$ cat src/rtl/fifo_wr_arbiter.sv
// fifo_wr_arbiter: round-robin RF/ALU arbiter serialising responses into the TX FIFO write port
module fifo_wr_arbiter #(
  parameter int DATA_WIDTH = 8
) (
  input  logic                      CLK,
  input  logic                      RST,
  input  logic                      RF_VLD,
  input  logic [DATA_WIDTH-1:0]     RF_DATA,
  output logic                      RF_RDY,
  input  logic                      ALU_VLD,
  input  logic [2*DATA_WIDTH-1:0]   ALU_DATA,
  output logic                      ALU_RDY,
  input  logic                      FULL,
  output logic                      W_INC,
  output logic [DATA_WIDTH-1:0]     WR_DATA,
  output logic                      BUSY
);
  typedef enum logic [1:0] {IDLE, WR_RF, WR_ALU_LO, WR_ALU_HI} state_t;
  state_t state, state_nx;
  logic [DATA_WIDTH-1:0] hold_rf;
  logic [2*DATA_WIDTH-1:0] hold_alu;
  logic last_grant, grant_rf, grant_alu;
  assign grant_rf = RF_VLD && (!ALU_VLD || last_grant);
  assign grant_alu = ALU_VLD && (!RF_VLD || !last_grant);
  // Strobes and writes are masked while RST is high so a half-written ALU pair is never completed
  always_comb begin
    RF_RDY = state == IDLE && !RST && grant_rf;
    ALU_RDY = state == IDLE && !RST && grant_alu;
    W_INC = state != IDLE && !RST && !FULL;
    BUSY = state != IDLE;
    WR_DATA = state == WR_RF     ? hold_rf :
              state == WR_ALU_LO ? hold_alu[DATA_WIDTH-1:0] :
              state == WR_ALU_HI ? hold_alu[2*DATA_WIDTH-1:DATA_WIDTH] : '0;
    state_nx = RF_RDY  ? WR_RF :
               ALU_RDY ? WR_ALU_LO :
               !W_INC  ? state :
               state == WR_ALU_LO ? WR_ALU_HI : IDLE;
  end
  // State, captured data and round-robin pointer
  always_ff @(posedge CLK) begin
    if (RST) begin
      state <= IDLE;
      hold_rf <= '0;
      hold_alu <= '0;
      last_grant <= 1'b1;
    end else begin
      state <= state_nx;
      if (RF_RDY) begin
        hold_rf <= RF_DATA;
        last_grant <= 1'b0;
      end else if (ALU_RDY) begin
        hold_alu <= ALU_DATA;
        last_grant <= 1'b1;
      end
    end
  end
endmodule
$ cat config.mk
export PLATFORM = sky130hd
export DESIGN_NAME = fifo_wr_arbiter
export DESIGN_NICKNAME = d
export VERILOG_FILES = /design/src/rtl/fifo_wr_arbiter.sv
export SDC_FILE = /design/constraint.sdc
export NUM_CORES = 1
export LEC_CHECK = 0
export ABC_AREA = 1
export CAP_MARGIN = 20
export CORE_MARGIN = 3
export CORE_UTILIZATION = 47
export DETAILED_ROUTE_END_ITERATION = 6
export GPL_TIMING_DRIVEN = 0
export PLACE_DENSITY = 0.89
export SLEW_MARGIN = 5
export SYNTH_ARGS = -nofsm -noshare
export SYNTH_HDL_FRONTEND = slang
export SYNTH_SLANG_ARGS = --single-unit
$ cat constraint.sdc
create_clock -name CLK -period 3.4 [get_ports CLK]
set_input_delay 0.34 -clock CLK [delete_from_list [all_inputs] [get_ports CLK]]
set_output_delay 0.34 -clock CLK [all_outputs]
set_load 0.02 [all_outputs]
==> Yosys cells after proc, flatten, opt, wreduce, memory -nomap -nowiden <==
Index checks and enable logic that the tools add are counted.
{ "totals": {"register_bits": 27, "elab_cells": 39} }
{ "classes": {"n_bitwise": 1, "n_mux": 9, "reduce_logical": 21, "n_eq_ne": 3} }
{ "ops": {"columns": ["cell", "count"], "rows": [
  ["2-to-1 mux 8 bit", 3],
  ["logical AND 1 bit", 7],
  ["2-to-1 mux 2 bit", 3],
  ["nonzero test 2 bit", 3],
  ["logical NOT 1 bit", 5],
  ["equality test 2 bit, second input constant", 2],
  ["2-to-1 mux 1 bit", 3],
  ["nonzero test 3 bit", 1],
  ["equality test 2 x 1 -> 1 bit, second input constant", 1],
  ["logical NOT 2 bit", 1],
  ["logical OR 1 bit", 2],
  ["AND reduction 2 bit", 1],
  ["OR reduction 2 bit", 1],
  ["NOT 1 bit", 1]
]} }

==> Longest topological paths before layout <==
Gate-level depths: netlist of the first run.
{ "depth": {"ltp_word": 6, "mapped_depth": 8} }

==> Worst setup path after synthesis of the first run <==
OpenSTA, ideal clock, no wires.
{ "synth_path": {"kind": "register -> output", "start": "register state[1]", "end": "output port WR_DATA[0]", "required_ns": 3.060, "n_path_buf": 0, "t_arrival_ns": 1.067, "path_slack_ns": 1.993, "path_stages_with_launch": 5, "cell_sequence": "dfxtp_1 inv_1 nor2_1 inv_1 o221ai_1"} }
{ "synth_between": {"elab_chain_len": 4, "word_cells_on_any_way": 6} }
{ "synth_rtl": {"columns": ["item", "line_no", "rtl"], "rows": [
  ["from (decl)", "19", "state_t state, state_nx;"],
  ["from (signal assigned)", "47", "state <= state_nx;"],
  ["equality test 2 bit", "33", "state == WR_ALU_HI ? hold_alu[2*DATA_WIDTH-1:DATA_WIDTH] : '0;"],
  ["2-to-1 mux 8 bit", "33", null],
  ["2-to-1 mux 8 bit", "32", "state == WR_ALU_LO ? hold_alu[DATA_WIDTH-1:0] :"],
  ["2-to-1 mux 8 bit *", "31", "WR_DATA = state == WR_RF ? hold_rf :"],
  ["to (decl)", "15", "output logic [DATA_WIDTH-1:0] WR_DATA,"]
]} }
Mark *: on every way between the ends. The rest lies on a longest branch, timed or not.

==> Final worst setup path of the first run <==
{ "layout_path": {"start": "register state[0]", "end": "output port WR_DATA[4]"} }
The elaborated chain is that of the path after synthesis.

==> results.json, run 1 <==
{
  "ir_drop_uv": 274,
  "final_cell_mix": "40 x clkdlybuf4s50_1, 33 x nand2_1, 27 x dfxtp_1, 23 x inv_1, 17 x a21oi_1",
  "port_buffers": 40,
  "synth_warnings": 0,
  "syn_nets": 185,
  "root_buffer": "clkbuf_4",
  "cp.required_ps": 3060,
  "final.period_utilization_pct": 72.7,
  "slew_viol_final": 0,
  "vias": 1184,
  "cts_sinks": 27,
  "grt_pass1_vias": 1135,
  "drt_iter0_drc": 35,
  "clock_latency_ps": 330,
  "final_common_cell": "clkdlybuf4s50_1",
  "finalSetupViolations": 0,
  "hp-start": "hold_alu[14]$_SDFFE_PP0P_",
  "slew-limit-headroom_pct": 70.0,
  "post-cts-setup-buffers": 0,
  "std_cell_rows": 17,
  "regToRegStartpoint": "state[1]$_SDFFE_PP0P_",
  "die_x_um": 56.5,
  "holdPathEnd": "hold_alu[14]$_SDFFE_PP0P_",
  "place_congestion": 0.761,
  "io_pins": 41,
  "min_path_cells": 2,
  "p_per_area_mw_per_mm2": 412,
  "chipHeight_um": 56.5,
  "cts-resized-gates": 0,
  "ctsHtreeMaxLevel": 1,
  "max_cap_violations": 0,
  "synthTopCellsByArea": "dfxtp_1 45%, nand2_1 10%, inv_1 7.2%",
  "fin_setup_tns_ps": 0,
  "ys_seq_area_share_pct": 45.1,
  "worstPathMaxFanout": 8,
  "syn_to_final_growth_pct": 38.6,
  "max_clock_freq_mhz": 405,
  "cp.arrival_ps": 2130,
  "rr_endpoint": "state[0]$_SDFFE_PP0P_",
  "syn_area_mm2": 0.00120,
  "track_usage_pct": 19.5,
  "critPathLaunchType": "register",
  "rsz0062_at_grt": "false",
  "grt_max_degree": 15,
  "hold_viol": 0,
  "finalClockSkew_ps": 3.41,
  "avgSynthCellArea_um2": 7.68,
  "post_drt_wl_per_cell_um": 13.0,
  "antennaDiodeCount": 0,
  "overflow": 0,
  "avgViaCountPerCell": 5.19,
  "synth_top_area_share_pct": 45.1,
  "synth_top_cell_by_area": "dfxtp_1",
  "clkTransAtPathRegs_ps": 130,
  "worst_slew_pin_slew_ps": 448,
  "drt_first_pass_iters": 4,
  "ys_ff_latch": 27,
  "core_area_mm2": 0.00232,
  "endpoint_kind": "primary output",
  "layout-drive-gt1-share_pct": 8.00,
  "p_leak_nw": 0.680,
  "rrSetupSlack_ps": 2150,
  "grt_antenna_before_repair": 0,
  "totalWireLength_um": 2970,
  "final.min_clock_period_ps": 2470,
  "final_core_util_pct": 71.6,
  "die-area_mm2": 0.00319,
  "hold_class": "reg -> reg",
  "layout.nets": 230,
  "start_util_pct": 51.6,
  "holdBufCountCts": 0,
  "ant_nets": 0,
  "dp_hpwl_um": 2310,
  "syn_inst": 156,
  "cts_tree": "yes",
  "numCtsBuffers": 3,
  "ff2ff_path_depth": 6,
  "path_class": "reg -> out",
  "p_total_w": 0.000683,
  "grt_first_pass_wirelength_um": 4970,
  "drc_errors": 0,
  "ctsLongestPathBuffers": 2,
  "ys_types": 19,
  "outcome": "finished clean"
}
power breakdown:
part	leakage [nW]	total [W]	internal, W	switching, W
clock	0.0150	0.000136	0.0000461	0.0000902
combinational	0.443	0.000184	0.0000862	0.0000981
sequential	0.222	0.000363	0.000348	0.0000148
total	0.680	0.000683	0.000480	0.000203
cell families after synthesis:
kind of cell	count (synthesis)	synth area share [%]
DFF	27	45.1
buffers and inverters	31	12.7
and+or+nand+nor	55	21.5
AOI/OAI and AO/OA	43	20.6
area by class of cell:
class	instances	area (µm²)
fillers	188	659
flip-flops and latches	27	541
multi-input cells	98	504
repair buffers	40	400
inverters	24	90.1
plain buffers	7	62.6
well taps	28	35.0
clock buffers	4	26.3
stage by stage:
step / setup WS, ps / area, µm² / hold slack, ps / std cells
2_1_floorplan: 1990 / 1200 / 429 / 156
3_3_place_gp: 1150 / 1630 / 437 / 224
3_5_place_dp: 1130 / 1630 / 445 / 224
4_1_cts: 935 / 1660 / 464 / 228
5_1_grt: 777 / 1660 / 491 / 228
6_report: 928 / 1660 / 465 / 228
cells in the mapped netlist:
cell type	instances
nand4_4	1
a21oi_1	17
o21ai_1	12
buf_4	1
o21ai_0	5
nand3_1	10
dfxtp_1	27
o221ai_1	8
nand2_2	1
nor2_1	7
inv_1	23
nor2_2	1
buf_2	2
nand2_1	33
inv_2	1
a31oi_1	1
nand4_2	1
buf_6	4
nor2_4	1
worst max path at each step:
stage                          startpoint          to  slack (ps)  cells after the start
CTS                 state[0]$_SDFFE_PP0P_  WR_DATA[4]         930                      5
finish              state[0]$_SDFFE_PP0P_  WR_DATA[4]         930                      5
global placement                  ALU_VLD      RF_RDY        1150                      6
global route        state[0]$_SDFFE_PP0P_  WR_DATA[1]         780                      5
detailed placement                ALU_VLD      RF_RDY        1130                      6
floorplan           state[1]$_SDFFE_PP0P_  WR_DATA[0]        1990                      4
metal layers:
| metal | GRT usage, % | up-vias | routed length, µm |
|---|---|---|---|
| met2 | 33.7 | 29 | 1470 |
| met5 | 0 | - | 0 |
| li1 | - | 606 | - |
| met4 | 5.42 | 0 | 33 |
| met1 | 24.1 | 544 | 1320 |
| met3 | 4.14 | 5 | 150 |
flip-flops by register name (all words and copies together) (netlist names):
register    count
hold_alu       16
hold_rf         8
last_grant      1
state           2
critical path, stage by stage (launching register included):
cell and delay, ps:
dfxtp_1 440, inv_1 100, nor2_1 370, nand2_1 140, o221ai_1 100, clkdlybuf4s50_1 650
No activity file was read; power rests on OpenSTA's default activity.
==> run 2: changes to the inputs <==
CORE_UTILIZATION = 44   (was 47)
PLACE_DENSITY = 0.85   (was 0.89)
clock period = 2.3 ns   (was 3.4 ns; I/O delays follow)
==> results.json, run 2 (same netlist as run 1, synthesis figures left out) <==
{
  "outcome": "finished clean",
  "core_area_mm2": 0.00252,
  "hold_viol": 0,
  "cts_sinks": 27,
  "n_fill_cell": 222,
  "vias": 1222,
  "drt_iter0_drc": 29,
  "syn_to_final_growth_pct": 41.2,
  "reg_top3": "hold_alu: 16 flops, hold_rf: 8 flops, state: 2 flops",
  "cts_tree": "yes",
  "final_common_cell": "nand2_1",
  "antennaDiodeCount": 0,
  "final.period_utilization_pct": 94.1,
  "dp_cells": 226,
  "crit_buf_inv": 2,
  "p_leak_nw": 0.826,
  "chipHeight_um": 58.2,
  "fin_setup_tns_ps": 0,
  "slew_viol_final": 0,
  "ctsLongestPathBuffers": 2,
  "worst_path_max_delay_cell": "clkdlybuf4s50_1",
  "port_buffers": 40,
  "std_cell_rows": 18,
  "start_util_pct": 47.5,
  "grt_first_pass_wirelength_um": 5090,
  "numCtsBuffers": 3,
  "die-area_mm2": 0.00338,
  "clock_latency_ps": 330,
  "ant_nets": 0,
  "regMostFlops": "hold_alu",
  "path_class": "reg -> out",
  "root_buffer": "clkbuf_4",
  "hold_class": "in -> reg",
  "holdBufCountCts": 0,
  "endpoint_kind": "primary output",
  "layout.nets": 230,
  "dp_hpwl_um": 2430,
  "max_cap_violations": 0,
  "grt_antenna_before_repair": 0,
  "final_cell_mix": "33 x nand2_1, 32 x clkdlybuf4s50_1, 26 x dfxtp_1, 23 x inv_1, 17 x a21oi_1",
  "track_usage_pct": 19.9,
  "slew-limit-headroom_pct": 78.7,
  "grt_max_degree": 15,
  "drt_first_pass_iters": 4,
  "layout-drive-gt1-share_pct": 9.00,
  "worstPathMaxFanout": 10,
  "overflow": 0,
  "die_x_um": 58.2,
  "max_clock_freq_mhz": 462,
  "cp.arrival_ps": 1930,
  "critPathLaunchType": "register",
  "finalSetupViolations": 0,
  "finalNonFillerCells": 230,
  "grt_pass1_vias": 1209,
  "clkTransAtPathRegs_ps": 150,
  "crit_chain": "nor2_4 -> nand2_2 -> nor2_2 -> buf_6 -> clkdlybuf4s50_1",
  "worst_slew_pin_slew_ps": 319,
  "p_per_area_mw_per_mm2": 606,
  "ctsHtreeMaxLevel": 1,
  "final.min_clock_period_ps": 2160,
  "totalWireLength_um": 3150,
  "crit_family": "buffers and inverters",
  "avgViaCountPerCell": 5.31,
  "io_pins": 41,
  "max_stage_delay_ps": 610,
  "rsz0062_at_grt": "false",
  "finalClockSkew_ps": 7.41,
  "ir_drop_uv": 393,
  "largest_reg_flops": 16,
  "post_drt_wl_per_cell_um": 13.7,
  "cp.required_ps": 2070,
  "drc_errors": 0,
  "place_congestion": 0.804
}
## run 2: cell types whose count changed in the layout (fill, tap and decap cells not counted), sizes merged
cell | previous run | this run
dlymetal6s2s | 0 | 8
clkdlybuf4s50 | 40 | 32
## run 2: stage by stage
stage	utilization (%)	area [µm²]	power, W	setup WS [ps]	hold WS (ps)
final	67.0	1690	0.00102	136	421
after global placement	64.8	1640	0.000807	272	438
after CTS	66.0	1660	0.00102	23.4	422
after global routing	67.0	1690	0.00107	40.0	416
after detailed placement	64.8	1640	0.000822	255	446
after floorplan	-	1200	0.000701	1000	340
## run 2: final cells by class
cell class | instances | area (µm²) | area share [%]
sequential | 27 | 542 | 32.1
multi-input combinational | 98 | 512 | 30.3
timing repair buffer | 40 | 420 | 24.9
inverter | 24 | 90.1 | 5.33
buffer | 7 | 62.6 | 3.70
tap | 30 | 37.5 | 2.22
clock buffer | 4 | 26.3 | 1.55
## run 2: worst min-delay path, stage by stage
cell and delay (ps):
clkdlybuf4s50_1 400, nand2_1 60, nand2_1 40
## run 2: power by group
part | switching (W) | internal (W) | total, W
sequential | 0.0000221 | 0.000515 | 0.000537
clock | 0.000141 | 0.0000680 | 0.000209
combinational | 0.000151 | 0.000127 | 0.000278
total | 0.000314 | 0.000710 | 0.00102
## run 2: per-layer routing
| layer | track usage (%) | routed length [µm] | up-vias |
|---|---|---|---|
| met3 | 4.90 | 238 | 11 |
| li1 | - | - | 609 |
| met5 | 0 | 0 | - |
| met4 | 9.93 | 82 | 0 |
| met2 | 33.7 | 1600 | 55 |
| met1 | 23.2 | 1230 | 547 |
## run 2: worst paths after layout
| kind | start | to | slack, ps | cells past startpoint |
|---|---|---|---|---|
| hold / removal | RF_DATA[1] | hold_rf[1]$_SDFFE_PP0P_ | 420 | 3 |
| setup / recovery | state[0]$_SDFFE_PP0P_ | RF_RDY | 140 | 5 |
| hold reg to reg | hold_alu[7]$_SDFFE_PP0P_ | hold_alu[7]$_SDFFE_PP0P_ | 470 | 2 |
| setup reg to reg | state[0]$_SDFFE_PP0P_ | state[0]$_SDFFE_PP0P_ | 990 | 6 |
## run 2: what timing repair did
item / CTS / global route
gates cloned: 0 / 0
resized for setup: 1 / 10
setup buffers: 0 / 0
endpoints found under the setup margin: 6 / 8
